===== src/rtl/rs_int_pkg.sv =====
// Shared types for the integer reservation station: dispatch, wakeup, PRF read and issue packets.
package rs_int_pkg;

  localparam int RS_INT_NUM_ENTRIES = 8;
  localparam int PRF_ID_W           = 6;
  localparam int ROB_ID_W           = 6;
  localparam int XLEN               = 32;

  typedef logic [PRF_ID_W-1:0] t_prf_id;
  typedef logic [ROB_ID_W-1:0] t_rob_id;
  typedef logic [XLEN-1:0]     t_rv_reg_data;

  typedef enum logic [1:0] {
    OP_ZERO = 2'd0,
    OP_REG  = 2'd1,
    OP_IMM  = 2'd2
  } t_optype;

  typedef struct packed {
    t_optype    optype;
    logic [4:0] areg;
  } t_src;

  typedef struct packed {
    logic [6:0]  opcode;
    t_src        src1;
    t_src        src2;
    logic [11:0] imm;
  } t_uinstr;

  typedef struct packed {
    logic    valid;
    t_rob_id robid;
  } t_nuke_pkt;

  typedef struct packed {
    t_uinstr uinstr;
    t_rob_id robid;
    t_prf_id pdst;
    t_prf_id psrc1;
    t_prf_id psrc2;
  } t_rs_disp_pkt;

  typedef struct packed {
    t_prf_id      pdst;
    t_rv_reg_data data;
  } t_prf_wr_pkt;

  typedef struct packed {
    t_uinstr      uinstr;
    t_rob_id      robid;
    t_prf_id      pdst;
    t_rv_reg_data src1_val;
    t_rv_reg_data src2_val;
  } t_iss_pkt;

  typedef struct packed {
    logic    valid;
    t_uinstr uinstr;
    t_rob_id robid;
    t_prf_id pdst;
    t_prf_id psrc1;
    t_prf_id psrc2;
    logic    rdy1;
    logic    rdy2;
  } t_rs_entry;

  function automatic logic src_is_reg(t_src s);
    return s.optype == OP_REG;
  endfunction

endpackage


===== src/rtl/rs_int_if.sv =====
// Bundle between dispatch/execute/PRF and the integer RS; master is the RS side.
interface rs_int_if;
  import rs_int_pkg::*;

  t_nuke_pkt    nuke_rb1;
  logic         disp_valid_rs0;
  t_rs_disp_pkt disp_pkt_rs0;
  logic         rs_full_rs0;
  logic         iprf_wr_en_ex1;
  t_prf_wr_pkt  iprf_wr_pkt_ex1;
  logic         prf_rd_en_rs0;
  t_prf_id      prf_rd_psrc1_rs0;
  t_prf_id      prf_rd_psrc2_rs0;
  t_rv_reg_data prf_rd_data1_rs1;
  t_rv_reg_data prf_rd_data2_rs1;
  logic         iss_ex0;
  t_iss_pkt     iss_pkt_ex0;

  modport master (
    input  nuke_rb1, disp_valid_rs0, disp_pkt_rs0, iprf_wr_en_ex1, iprf_wr_pkt_ex1,
    input  prf_rd_data1_rs1, prf_rd_data2_rs1,
    output rs_full_rs0, prf_rd_en_rs0, prf_rd_psrc1_rs0, prf_rd_psrc2_rs0,
    output iss_ex0, iss_pkt_ex0
  );

  modport slave (
    output nuke_rb1, disp_valid_rs0, disp_pkt_rs0, iprf_wr_en_ex1, iprf_wr_pkt_ex1,
    output prf_rd_data1_rs1, prf_rd_data2_rs1,
    input  rs_full_rs0, prf_rd_en_rs0, prf_rd_psrc1_rs0, prf_rd_psrc2_rs0,
    input  iss_ex0, iss_pkt_ex0
  );

endinterface


===== src/rtl/rs_int_age_matrix.sv =====
// Age matrix for oldest-ready select; only instantiated when RS_INT_AGE_SELECT_EN is defined.
module rs_age_matrix #(
  parameter int NUM_ENTRIES = 8
) (
  input  logic                   clk,
  input  logic                   reset,
  input  logic [NUM_ENTRIES-1:0] valid_vec,
  input  logic [NUM_ENTRIES-1:0] disp_vec,
  input  logic [NUM_ENTRIES-1:0] ready_vec,
  output logic [NUM_ENTRIES-1:0] oldest_oh
);

  // older_vec[i][j] = 1 means entry i was dispatched before entry j
  logic [NUM_ENTRIES-1:0][NUM_ENTRIES-1:0] older_vec;

  genvar gi;
  for (gi = 0; gi < NUM_ENTRIES; gi++) begin : g_row
    logic [NUM_ENTRIES-1:0] row_reg;
    logic                   blocked;

    always_ff @(posedge clk) begin
      if (reset) begin
        row_reg <= '0;
      end else if (disp_vec[gi]) begin
        row_reg <= '0;
      end else begin
        row_reg <= (row_reg & ~disp_vec) | (disp_vec & {NUM_ENTRIES{valid_vec[gi]}});
      end
    end

    assign older_vec[gi] = row_reg;

    always_comb begin
      blocked = 1'b0;
      for (int j = 0; j < NUM_ENTRIES; j++) begin
        if (ready_vec[j] && older_vec[j][gi]) blocked = 1'b1;
      end
    end

    assign oldest_oh[gi] = ready_vec[gi] & ~blocked;
  end

endmodule


===== src/rtl/rs_int.sv =====
// Integer reservation station: dispatch, wakeup, single select per cycle, PRF read, issue to EX0.
// Define RS_INT_AGE_SELECT_EN for oldest-ready select; default is lowest-index ready select.
module rs_int
  import rs_int_pkg::*;
#(
  parameter int NUM_ENTRIES = RS_INT_NUM_ENTRIES,
  parameter int ENTRY_IDX_W = $clog2(NUM_ENTRIES)
) (
  input logic      clk,
  input logic      reset,
  rs_int_if.master rs
);

  t_rs_entry [NUM_ENTRIES-1:0] ent_vec;
  logic [NUM_ENTRIES-1:0] valid_vec, ready_vec, free_vec, alloc_oh, alloc_vec, sel_oh;
  logic [ENTRY_IDX_W-1:0] sel_idx;
  logic                   sel_valid, disp_fire, disp_rdy1, disp_rdy2;
  t_rs_entry              sel_entry;

  logic    rs1_valid_reg, rs1_valid_next;
  t_uinstr rs1_uinstr_reg;
  t_rob_id rs1_robid_reg;
  t_prf_id rs1_pdst_reg;

  assign rs.rs_full_rs0 = &valid_vec;
  assign disp_fire = rs.disp_valid_rs0 & ~rs.rs_full_rs0 & ~rs.nuke_rb1.valid;

  // Free vector comes from registered state, so an entry selected this cycle is never reused
  assign free_vec  = ~valid_vec;
  assign alloc_oh  = free_vec & (~free_vec + NUM_ENTRIES'(1));
  assign alloc_vec = disp_fire ? alloc_oh : '0;

  assign disp_rdy1 = ~src_is_reg(rs.disp_pkt_rs0.uinstr.src1) ||
                     (rs.iprf_wr_en_ex1 && rs.iprf_wr_pkt_ex1.pdst == rs.disp_pkt_rs0.psrc1);
  assign disp_rdy2 = ~src_is_reg(rs.disp_pkt_rs0.uinstr.src2) ||
                     (rs.iprf_wr_en_ex1 && rs.iprf_wr_pkt_ex1.pdst == rs.disp_pkt_rs0.psrc2);

  genvar gi;
  for (gi = 0; gi < NUM_ENTRIES; gi++) begin : g_ent
    t_rs_entry ent_reg;
    logic      wake1, wake2;

    assign wake1 = rs.iprf_wr_en_ex1 && ent_reg.valid && src_is_reg(ent_reg.uinstr.src1) &&
                   (ent_reg.psrc1 == rs.iprf_wr_pkt_ex1.pdst);
    assign wake2 = rs.iprf_wr_en_ex1 && ent_reg.valid && src_is_reg(ent_reg.uinstr.src2) &&
                   (ent_reg.psrc2 == rs.iprf_wr_pkt_ex1.pdst);

    always_ff @(posedge clk) begin
      if (reset) begin
        ent_reg <= '0;
      end else if (rs.nuke_rb1.valid) begin
        ent_reg.valid <= 1'b0;
      end else if (alloc_vec[gi]) begin
        ent_reg.valid  <= 1'b1;
        ent_reg.uinstr <= rs.disp_pkt_rs0.uinstr;
        ent_reg.robid  <= rs.disp_pkt_rs0.robid;
        ent_reg.pdst   <= rs.disp_pkt_rs0.pdst;
        ent_reg.psrc1  <= rs.disp_pkt_rs0.psrc1;
        ent_reg.psrc2  <= rs.disp_pkt_rs0.psrc2;
        ent_reg.rdy1   <= disp_rdy1;
        ent_reg.rdy2   <= disp_rdy2;
      end else begin
        if (sel_oh[gi]) ent_reg.valid <= 1'b0;
        if (wake1)      ent_reg.rdy1  <= 1'b1;
        if (wake2)      ent_reg.rdy2  <= 1'b1;
      end
    end

    assign ent_vec[gi]   = ent_reg;
    assign valid_vec[gi] = ent_reg.valid;
    assign ready_vec[gi] = ent_reg.valid & ent_reg.rdy1 & ent_reg.rdy2;
  end

`ifdef RS_INT_AGE_SELECT_EN
  rs_age_matrix #(.NUM_ENTRIES(NUM_ENTRIES)) u_age (
    .clk       (clk),
    .reset     (reset),
    .valid_vec (valid_vec),
    .disp_vec  (alloc_vec),
    .ready_vec (ready_vec),
    .oldest_oh (sel_oh)
  );
`else
  assign sel_oh = ready_vec & (~ready_vec + NUM_ENTRIES'(1));
`endif

  assign sel_valid = |ready_vec;

  always_comb begin
    sel_idx = '0;
    for (int i = 0; i < NUM_ENTRIES; i++) begin
      if (sel_oh[i]) sel_idx = ENTRY_IDX_W'(i);
    end
  end

  assign sel_entry = sel_valid ? ent_vec[sel_idx] : '0;

  assign rs.prf_rd_en_rs0    = sel_valid;
  assign rs.prf_rd_psrc1_rs0 = src_is_reg(sel_entry.uinstr.src1) ? sel_entry.psrc1 : '0;
  assign rs.prf_rd_psrc2_rs0 = src_is_reg(sel_entry.uinstr.src2) ? sel_entry.psrc2 : '0;

  assign rs1_valid_next = sel_valid & ~rs.nuke_rb1.valid;

  always_ff @(posedge clk) begin
    if (reset) begin
      rs1_valid_reg  <= 1'b0;
      rs1_uinstr_reg <= '0;
      rs1_robid_reg  <= '0;
      rs1_pdst_reg   <= '0;
    end else begin
      rs1_valid_reg  <= rs1_valid_next;
      rs1_uinstr_reg <= sel_entry.uinstr;
      rs1_robid_reg  <= sel_entry.robid;
      rs1_pdst_reg   <= sel_entry.pdst;
    end
  end

  // A uop already in RS1 is killed by a nuke arriving in its issue cycle
  assign rs.iss_ex0 = rs1_valid_reg & ~rs.nuke_rb1.valid;

  always_comb begin
    rs.iss_pkt_ex0          = '0;
    rs.iss_pkt_ex0.uinstr   = rs1_uinstr_reg;
    rs.iss_pkt_ex0.robid    = rs1_robid_reg;
    rs.iss_pkt_ex0.pdst     = rs1_pdst_reg;
    rs.iss_pkt_ex0.src1_val = (rs1_valid_reg && src_is_reg(rs1_uinstr_reg.src1)) ?
                              rs.prf_rd_data1_rs1 : '0;
    rs.iss_pkt_ex0.src2_val = (rs1_valid_reg && src_is_reg(rs1_uinstr_reg.src2)) ?
                              rs.prf_rd_data2_rs1 : '0;
  end

  logic unused_ok;
  assign unused_ok = ^{rs.nuke_rb1.robid, rs.iprf_wr_pkt_ex1.data,
                       sel_entry.valid, sel_entry.rdy1, sel_entry.rdy2};

  assert property (@(posedge clk) disable iff (reset) !(rs.disp_valid_rs0 && rs.rs_full_rs0));

endmodule


===== src/flat_wrapper.sv =====
// flat-port wrapper written by rule: the top's interface ports become plain ports
module rs_int_flat import rs_int_pkg::*;
#(
  parameter int NUM_ENTRIES = RS_INT_NUM_ENTRIES,
  parameter int ENTRY_IDX_W = $clog2(NUM_ENTRIES)
)
  (clk, reset, rs_nuke_rb1, rs_disp_valid_rs0, rs_disp_pkt_rs0, rs_iprf_wr_en_ex1, rs_iprf_wr_pkt_ex1, rs_prf_rd_data1_rs1, rs_prf_rd_data2_rs1, rs_rs_full_rs0, rs_prf_rd_en_rs0, rs_prf_rd_psrc1_rs0, rs_prf_rd_psrc2_rs0, rs_iss_ex0, rs_iss_pkt_ex0);
  rs_int_if rs_i ();
  input logic clk;
  input logic reset;
  input wire logic [$bits(rs_i.nuke_rb1)-1:0] rs_nuke_rb1;
  input wire logic [$bits(rs_i.disp_valid_rs0)-1:0] rs_disp_valid_rs0;
  input wire logic [$bits(rs_i.disp_pkt_rs0)-1:0] rs_disp_pkt_rs0;
  input wire logic [$bits(rs_i.iprf_wr_en_ex1)-1:0] rs_iprf_wr_en_ex1;
  input wire logic [$bits(rs_i.iprf_wr_pkt_ex1)-1:0] rs_iprf_wr_pkt_ex1;
  input wire logic [$bits(rs_i.prf_rd_data1_rs1)-1:0] rs_prf_rd_data1_rs1;
  input wire logic [$bits(rs_i.prf_rd_data2_rs1)-1:0] rs_prf_rd_data2_rs1;
  output wire logic [$bits(rs_i.rs_full_rs0)-1:0] rs_rs_full_rs0;
  output wire logic [$bits(rs_i.prf_rd_en_rs0)-1:0] rs_prf_rd_en_rs0;
  output wire logic [$bits(rs_i.prf_rd_psrc1_rs0)-1:0] rs_prf_rd_psrc1_rs0;
  output wire logic [$bits(rs_i.prf_rd_psrc2_rs0)-1:0] rs_prf_rd_psrc2_rs0;
  output wire logic [$bits(rs_i.iss_ex0)-1:0] rs_iss_ex0;
  output wire logic [$bits(rs_i.iss_pkt_ex0)-1:0] rs_iss_pkt_ex0;
  assign rs_i.nuke_rb1 = rs_nuke_rb1;
  assign rs_i.disp_valid_rs0 = rs_disp_valid_rs0;
  assign rs_i.disp_pkt_rs0 = rs_disp_pkt_rs0;
  assign rs_i.iprf_wr_en_ex1 = rs_iprf_wr_en_ex1;
  assign rs_i.iprf_wr_pkt_ex1 = rs_iprf_wr_pkt_ex1;
  assign rs_i.prf_rd_data1_rs1 = rs_prf_rd_data1_rs1;
  assign rs_i.prf_rd_data2_rs1 = rs_prf_rd_data2_rs1;
  assign rs_rs_full_rs0 = rs_i.rs_full_rs0;
  assign rs_prf_rd_en_rs0 = rs_i.prf_rd_en_rs0;
  assign rs_prf_rd_psrc1_rs0 = rs_i.prf_rd_psrc1_rs0;
  assign rs_prf_rd_psrc2_rs0 = rs_i.prf_rd_psrc2_rs0;
  assign rs_iss_ex0 = rs_i.iss_ex0;
  assign rs_iss_pkt_ex0 = rs_i.iss_pkt_ex0;
  rs_int #(.NUM_ENTRIES(NUM_ENTRIES), .ENTRY_IDX_W(ENTRY_IDX_W)) u_core (.clk(clk), .reset(reset), .rs(rs_i));
endmodule

===== config.mk =====
export PLATFORM = sky130hd
export DESIGN_NAME = rs_int_flat
export DESIGN_NICKNAME = d
export VERILOG_FILES = /design/src/rtl/rs_int_pkg.sv /design/src/rtl/rs_int_if.sv /design/src/rtl/rs_int_age_matrix.sv /design/src/rtl/rs_int.sv /design/src/flat_wrapper.sv
export SDC_FILE = /design/constraint.sdc
export NUM_CORES = 1
export LEC_CHECK = 0
export ABC_CLOCK_PERIOD_IN_PS = 2400
export CELL_PAD_IN_SITES_DETAIL_PLACEMENT = 0
export CELL_PAD_IN_SITES_GLOBAL_PLACEMENT = 1
export CORE_MARGIN = 1.5
export CORE_UTILIZATION = 37
export CTS_BUF_LIST = sky130_fd_sc_hd__clkbuf_8 sky130_fd_sc_hd__clkbuf_16
export DETAILED_ROUTE_END_ITERATION = 10
export PLACE_DENSITY = 0.76
export SYNTH_ARGS = -nofsm -noshare
export SYNTH_HDL_FRONTEND = slang
export SYNTH_SLANG_ARGS = --single-unit

===== constraint.sdc =====
create_clock -name clk -period 2.4 [get_ports clk]
set_input_delay 0.48 -clock clk [delete_from_list [all_inputs] [get_ports clk]]
set_output_delay 0.48 -clock clk [all_outputs]
set_load 0.01 [all_outputs]

==> impl_results.md <==
- Status: complete, but fails checks
- Failing checks: setup timing
- Crit-path max cell delay: 0.35 ns
- Port bufs: 255
- Global Route met3 Usage: 0.0358
- Antenna-violating nets left: 0
- Filler cells: 6133
- Max reg flops: 480
- Vias in the first global route: ~23000
- RSZ-0062 raised after global routing: yes
- Critical path arrival: 2.70 ns
- Die Ht: 259 um
- Slowest-stage cell, CP: a221o_1
- Residual DRC count: 0
- Met2 Use GR: 0.447
- Most common cell in the netlist: nand2_1
- Maxcap violations: 0
- Worst skew pair latency: around 0.63 ns
- CTS root buf: clkbuf_16
- GR peak layer: met2
- GPL Wtd Cong: 0.978
- Via Count: 23400
- Kind of end point of the critical path: primary output
- Ant. Diodes: 0
- Hold path start: reset
- Peak VDD IR: 0.503 mV
- Tot GR Track Use: 0.261
- Critical-path cell list: and3_4 -> a211oi_4 -> buf_12 -> o21ai_4 -> buf_12 -> nand2_1 -> a21oi_2 -> buf_4 -> a221o_1 -> buf_2
- Crit path top cell by count: buf_12
- Htree depth: 2
- Ys async rst share: 0
- Sequential share of the synthesized area: 0.435
- Clk_skew: roughly 0.034 ns
- Worst Setup Start Kind: register
- Final non-filler cell total: approximately 4300
- First-pass GRT wire length: 136000 um
- Fin nets: 3584
- EDFF count, synth: 0
- Syn. warnings: 0
- Pwr Density: around 620 nW/um^2
- Core Rows: 93
- Hold crit path type: in -> reg
- WL/cell: about 21 um
- Worst-path clk slew: about 0.06 ns
- Net count after synthesis: 3276
- Register bit count reported by yosys: 526
- Routed Wire Length: 89700 um
- Buffers & Inverters on Critical Path: 4
- Top cells by count, synth: 1035 x nand2_1, 526 x dfxtp_1, 476 x a21oi_1
- Largest net degree at the start of global routing: 162
- R2r startpoint: u_core.ent_vec[300]$_SDFFE_PP0P_
- Setup violators final: 13
- Pleak: 11.2 nW
- Dpl ws: -0.580 ns
- Synth Cell Area: 24200 um^2
- Clock buffer depth: 3
- Crit Path Class: reg -> out
- Fmax: 0.314 GHz
- Io pins: 294
- Crit path max fanout: 9
- DP Wirelength: 59400 um
- Width of the die: 259 um
- DIE AREA: 67000 um^2
- Starting density of the core: 0.375
- Yosys top cell by area: dfxtp_1
- Final period util: 1.33
- Synth Instances: 3106
- Detailed Route Iter0 Violations: about 1700
- Avg Cell Area, Syn: 7.80 um^2
- Max-slew violations: 0
- CP delay by family, top: compound AO/OA/AOI/OAI gates
- Met1 Usage GRT: 0.341
- Worst Path Required: 1.92 ns
- Final Worst Setup Slack: -0.781 ns
- Most used flip-flop cell after synthesis: dfxtp_1
- Synth unique cells: 59
- Area grow syn2layout: 31.0%
- Final Hold Viols: 0
- Synth top area share: 0.435
- Core box area: 64600 um^2
- First element of the critical path: u_core.ent_vec[300]$_SDFFE_PP0P_
- Dominant cells by area after synthesis: dfxtp_1 43%, nand2_1 16%, a21oi_1 9.8%
- CTS tree: done
- Gr ovfl total: 0
- Worst Max-Slew Pin Slew: 0.960 ns
- Slew headroom: 0.360
- Share of cells above drive strength 1: 0.154
- Setup TNS Final: -8.97 ns
- Tmin final: 3.18 ns
- Via/cell ratio: 5.43
- TritonCTS Buffers: 57
- Placed cell count: between 4000 and 5000
- Initial antenna violation count: 0
- DR pass1 iterations: 6
- CTS sink cnt: 526
path summary, 6_finish.rpt:
| path | slack (ns) | end | depth (start not counted) |
|---|---|---|---|
| setup / recovery | -0.78 | rs_prf_rd_psrc2_rs0[1] | 10 |
| hold / removal | 0.17 | u_core.ent_vec[351]$_SDFFE_PP0P_ | 2 |
| setup reg to reg | -0.01 | u_core.rs.iss_pkt_ex0[79]$_SDFF_PP0_ | 9 |
| hold reg to reg | 0.45 | u_core.ent_vec[154]$_SDFFE_PP0P_ | 2 |
logic make-up (layout without fill, tap and decap cells):
family          count (synthesis)  in the layout  share of synthesized area
mux                           178            178                     0.0735
simple gates                 1312           1312                      0.227
xor+xnor                      108            108                     0.0390
buf+inv                       310            667                     0.0612
compound gates                672            672                      0.165
flops                         526            526                      0.435
where the power goes:
group          leakage (nW)  internal (W)  total, W  switching (W)
clock network          1.06       0.00583   0.00965        0.00383
registers              4.25       0.00879   0.00882      0.0000369
logic                  5.87      0.000460   0.00105       0.000591
cell usage in the layout (no fill, tap or decap), drive strengths merged, types with 13 or more instances in the layout:
| cell | instances |
|---|---|
| o221ai | 41 |
| xor2 | 48 |
| nand3 | 57 |
| dfxtp | 526 |
| buf | 345 |
| dlygate4sd2 | 30 |
| clkdlybuf4s50 | 175 |
| a211oi | 13 |
| and3 | 19 |
| nor2b | 16 |
| o22ai | 34 |
| nor3 | 33 |
| xnor2 | 60 |
| clkbuf | 75 |
| inv | 13 |
| nor2 | 28 |
| and2 | 65 |
| o22a | 41 |
| clkinv | 15 |
| mux2i | 178 |
| a311oi | 24 |
| a21oi | 478 |
| nand2 | 1037 |
| nand4 | 20 |
metrics by stage:
stage	hold WS [ns]	total power, W	area, um^2	util
finish	0.168	0.0195	31700	0.491
global placement	0.440	0.0100	29300	0.453
floorplan	0.436	0.00952	24200	-
detailed placement	0.446	0.0101	29300	0.453
CTS	0.137	0.0197	31500	0.488
global route	0.153	0.0201	31700	0.491
layout make-up:
cell class                      count  area (um^2)  area share
Multi-Input combinational cell   2270        12500       0.393
Sequential cell                   526        10600       0.333
Timing Repair Buffer              555         5510       0.174
Clock buffer                       72         1640      0.0518
Tap cell                          855         1070      0.0337
Clock inverter                     36          454      0.0143
Inverter                            4         15.0    0.000473
routing by layer:
metal	vias to the layer above	part of all wire
li1	11100	-
met1	11400	0.44
met2	798	0.48
met3	147	0.059
met4	0	0.024
met5	-	0
what timing repair did:
action,CTS,global route
setup buffers,11,1
gates resized for setup,288,34
setup endpoints to repair,121,27
gates cloned,6,3
pin swaps,39,6
hold buffers,0,0
Note: power is estimated with default switching activity, not from simulation.
